## src/rtl/queue_dispatcher.sv

```systemverilog
// ============================================================================
// queue_dispatcher : ticket FIFO feeding the lowest-indexed idle counter
// Revision: 1.0 - initial release
// ============================================================================
`default_nettype none

module queue_dispatcher #(
  parameter int TIME_W = 4,
  parameter int N_CNT  = 3,
  parameter int DEPTH  = 8,
  parameter int CNT_W  = 4
) (
  input  logic              clk,
  input  logic              rst_n,
  input  logic              arr,
  input  logic [TIME_W-1:0] arr_t,
  output logic              arr_ok,
  output logic [3:0]        arr_num,
  output logic              arr_rej,
  output logic              full,
  output logic              empty,
  output logic [CNT_W-1:0]  q_cnt,
  input  logic [N_CNT-1:0]  busy,
  output logic [N_CNT-1:0]  ld,
  output logic [3:0]        dn,
  output logic [TIME_W-1:0] dt
);

  localparam int               PTR_W     = (DEPTH > 1) ? $clog2(DEPTH) : 1;
  localparam logic [CNT_W-1:0] C_DEPTH   = CNT_W'(DEPTH);
  localparam logic [3:0]       C_TKT_MAX = 4'd15;

  logic [3:0]        r_mem_num [DEPTH];
  logic [TIME_W-1:0] r_mem_t   [DEPTH];
  logic [PTR_W-1:0]  r_wr_ptr;
  logic [PTR_W-1:0]  r_rd_ptr;
  logic [CNT_W-1:0]  r_cnt;
  logic [3:0]        r_tkt;

  logic              w_accept;
  logic              w_reject;
  logic              w_pop;
  logic [N_CNT-1:0]  w_avail;
  logic [N_CNT-1:0]  w_sel;

  assign full  = (r_cnt == C_DEPTH);
  assign empty = (r_cnt == '0);
  assign q_cnt = r_cnt;

  // Acceptance looks only at the registered full flag; a same-cycle pop does not help.
  assign w_accept = arr & ~full & (arr_t != '0);
  assign w_reject = arr & ~w_accept;

  // A counter pulsed last edge has not raised busy yet, so mask it via ld.
  assign w_avail = ~busy & ~ld;
  assign w_pop   = ~empty & (|w_avail);
  assign w_sel   = w_avail & (~w_avail + N_CNT'(1));

  always_ff @(posedge clk) begin
    if (w_accept) begin
      r_mem_num[r_wr_ptr] <= r_tkt;
      r_mem_t[r_wr_ptr]   <= arr_t;
    end
  end

  always_ff @(posedge clk or negedge rst_n) begin
    if (!rst_n) begin
      r_wr_ptr <= '0;
      r_rd_ptr <= '0;
      r_cnt    <= '0;
      r_tkt    <= 4'd1;
      arr_ok   <= 1'b0;
      arr_num  <= '0;
      arr_rej  <= 1'b0;
      ld       <= '0;
      dn       <= '0;
      dt       <= '0;
    end else begin
      if (w_accept) begin
        r_wr_ptr <= r_wr_ptr + PTR_W'(1);
        r_tkt    <= (r_tkt == C_TKT_MAX) ? 4'd1 : r_tkt + 4'd1;
      end
      if (w_pop) begin
        r_rd_ptr <= r_rd_ptr + PTR_W'(1);
      end
      case ({w_accept, w_pop})
        2'b10:   r_cnt <= r_cnt + CNT_W'(1);
        2'b01:   r_cnt <= r_cnt - CNT_W'(1);
        default: r_cnt <= r_cnt;
      endcase
      arr_ok  <= w_accept;
      arr_num <= w_accept ? r_tkt : 4'd0;
      arr_rej <= w_reject;
      ld      <= w_pop ? w_sel : '0;
      dn      <= w_pop ? r_mem_num[r_rd_ptr] : 4'd0;
      dt      <= w_pop ? r_mem_t[r_rd_ptr] : '0;
    end
  end

endmodule

`default_nettype wire

```

## config.mk

```make
export PLATFORM = sky130hd
export DESIGN_NAME = queue_dispatcher
export DESIGN_NICKNAME = d
export VERILOG_FILES = /design/src/rtl/queue_dispatcher.sv
export SDC_FILE = /design/constraint.sdc
export NUM_CORES = 1
export LEC_CHECK = 0
export CAP_MARGIN = 20
export CORE_AREA = 3 3 87 89
export CTS_BUF_LIST = sky130_fd_sc_hd__clkbuf_8
export DETAILED_ROUTE_END_ITERATION = 7
export DIE_AREA = 0 0 90 92
export MAX_ROUTING_LAYER = met4
export PLACE_DENSITY = 0.72
export SYNTH_ARGS = -nofsm -noshare
export SYNTH_HDL_FRONTEND = slang
export SYNTH_SLANG_ARGS = --single-unit
```

## constraint.sdc

```tcl
create_clock -name clk -period 3 [get_ports clk]
set_input_delay 0.6 -clock clk [delete_from_list [all_inputs] [get_ports clk]]
set_output_delay 0.6 -clock clk [all_outputs]
set_load 0.05 [all_outputs]
```

==> out/metrics.cfg <==
[sta]
slew_viol_final=0
rsz0062_at_grt=false
finalCritPeriodShare=0.968
max_slew_margin=0.477
fmax_mhz=344
clock_skew_ps=14.8
fin_crit_ps=2900
setup_violations=0
fin_tns_setup_ps=0
worst_slew_pin_slew_ps=785
hold_viol_final=0

[synthesis]
yosys_warnings=0
syn_area_per_cell_um2=17.7
synth_area_leaders=edfxtp_1, dfrtp_1, mux4_2
syn-cell-area_um2=3770
synth-seq-cells=95
synth_area_leader_cell=edfxtp_1
ys_types=36
postSynthCellCount=213
syn_nets=229
synth_top_area_share=0.510
yosysSeqAreaShare=0.716

[placement]
postPlaceCellArea_um2=4290
dp_cells=351
dp_hpwl_mm=4.33
io_buffer_count=32
place_congestion=0.729

[floorplan]
core_area_um2=6830
pin_count=33
die_w_um=90
die_height_um=92
initial_core_util=0.552
die-area_um2=8280
placementRows=30

[grt]
antenna_found_initial=0
grt_pass1_vias=1994
grt.total_usage=0.184
grt_remaining_overflow=0
grt_max_degree=32
grt_pass1_wl_mm=10.9

[clocking]
cts_setup_buffers=0
ctsRootBufferMaster=clkbuf_8
htree_levels=3
clk_path_buf_depth=2
cts_buffers=9
clk_pin_slew_ps=100
cts_tree=built
cts.sinks=95
clkLatencyLatePin_ps=360
cts_resized=0
cts_hold_buf=0

[power]
power_switching_share=0.378
seq_power_share=0.464
power_switching_mw=1.72
power_density_nw_per_um2=1020
internal_power_mw=2.83
combPwrFrac=0.363
power.leakage_nw=1.69
power_frac_clock=0.173
peakVddDrop_mv=0.469

[setup_path]
required_ps=2400
end_kind=output port
worstPathMaxFanout=7
arrival_ps=2300
crit_type=register to output port
worstSetupStartpointType=register

[cells_and_area]
fin_util=0.655
syn_to_final_growth_pct=18.7
fin_nets=282
drive_gt1_frac=0.185
fill_cells=500
diodes=0
instances_no_fill=367
stdcell_area_um2=4480

[route]
avgRoutedWirePerCell_um=18.7
finalWirelength_mm=6.85
vias=1977
vias_per_cell=5.39
drtPass1Iterations=4
drt_iter0_markers=143
drc_errors=0
drtAntennaViolNets=0

[job]
cap_viol_max_count=0

[outcome]
status=finished, final reports clean

[hold_path]
hold_class=register to register

[power by group through the flow]
stage | logic (mW) | registers (mW) | clock network [mW]
6_report | 1.65 | 2.11 | 0.788
5_1_grt | 1.79 | 2.16 | 0.865
4_1_cts | 1.67 | 2.11 | 0.802
3_5_place_dp | 1.67 | 2.14 | 0
3_3_place_gp | 1.64 | 2.12 | 0
2_1_floorplan | 0.916 | 2.36 | 0
[final timing paths]
check,start,end,slack [ps],depth (start not counted)
setup / recovery,q_cnt[2],empty,100,3
hold / removal,ld[2],ld[2],470,1
setup reg to reg,q_cnt[2],q_cnt[2],560,10
hold reg to reg,ld[2],ld[2],470,1
max in group asynchronous,rst_n,r_tkt[0],2040,2
min in group asynchronous,rst_n,r_wr_ptr[0],630,2
[synth_stat cells (all sizes together)]
library cell,n
ha,6
mux2,2
xor2,5
a21o,2
nand2,13
nand3b,1
nand2b,1
mux2i,8
nor3b,3
nor2,14
o22ai,1
and2,5
nand3,2
dfrtp,30
o21a,1
or4,1
nor4,2
clkbuf,1
o31ai,1
o41ai,1
o21ai,3
a21oi,2
mux4,16
a41oi,1
inv,5
xnor2,5
buf,8
nor3,5
edfxtp,64
dfstp,1
nor4b,2
a211o,1
[metrics by stage]
step           hold slack [ps]  setup WS (ps)  power [mW]
4_1_cts                    473           87.9        4.59
3_5_place_dp               460            163        3.81
3_3_place_gp               447            231        3.77
2_1_floorplan              304            288        3.27
5_1_grt                    507           11.6        4.81
6_report                   468           96.0        4.55
[state kept, by name (all words and copies together) (netlist names)]
register and cells:
dn 4, r_mem_t 32, dt 4, r_wr_ptr 3, ld 3, arr_ok 1, r_tkt 4, r_rd_ptr 3
r_mem_num 32, q_cnt 4, arr_rej 1, arr_num 4
[cell usage in the layout, fill, tap and decap left out, types with 2 or more instances in the layout]
cell type	synthesis	routed
nor3_1	5	5
nand2_1	13	13
inv_6	0	3
a21oi_1	2	2
nor4_1	2	2
ha_1	6	6
xnor2_1	5	5
edfxtp_1	64	64
buf_4	0	19
a21o_1	2	2
mux4_2	9	9
clkbuf_8	0	9
o21ai_0	2	2
mux4_1	7	7
and2_1	5	5
dfrtp_1	30	30
nor3b_1	3	3
mux2i_1	8	8
nand3_1	2	2
clkdlybuf4s50_1	0	32
xor2_1	5	5
nor4b_1	2	2
clkinvlp_4	0	2
mux2_2	2	2
inv_1	5	5
nor2_1	14	14
[kinds of logic (layout without fill, tap and decap cells)]
| group | count (synthesis) | count (layout) | synth area share |
|---|---|---|---|
| AO/OA/AOI/OAI | 13 | 13 | 0.0246 |
| XOR/XNOR | 10 | 10 | 0.0232 |
| adder cells (fa/ha/maj) | 6 | 6 | 0.0199 |
| buffers and inverters | 14 | 72 | 0.0216 |
| flip-flops | 95 | 95 | 0.716 |
| multiplexers | 26 | 26 | 0.130 |
| AND/OR/NAND/NOR | 49 | 49 | 0.0651 |
[routing by layer]
metal | wire [µm] | up-vias | GRT usage
li1 | - | 918 | -
met2 | 3400 | 58 | 0.287
met5 | 0 | - | -
met3 | 368 | 2 | 0.0476
met4 | 31 | 0 | 0.0574
met1 | 3050 | 999 | 0.240
[cell type report]
cell class	count	area [µm²]	share of cell area
multi-input cells	104	990	0.221
repair buffers	51	463	0.103
well taps	96	120	0.0268
clock buffers	9	124	0.0277
inverters	5	18.8	0.00419
clock inverters	7	61.3	0.0137
flip-flops and latches	95	2700	0.603
[critical path, cell delays in order (launching register included)]
cell and delay (ps):
dfrtp_1 480, or4_4 590, inv_1 80, clkdlybuf4s50_1 800
Note: power is estimated with default switching activity, not from simulation.
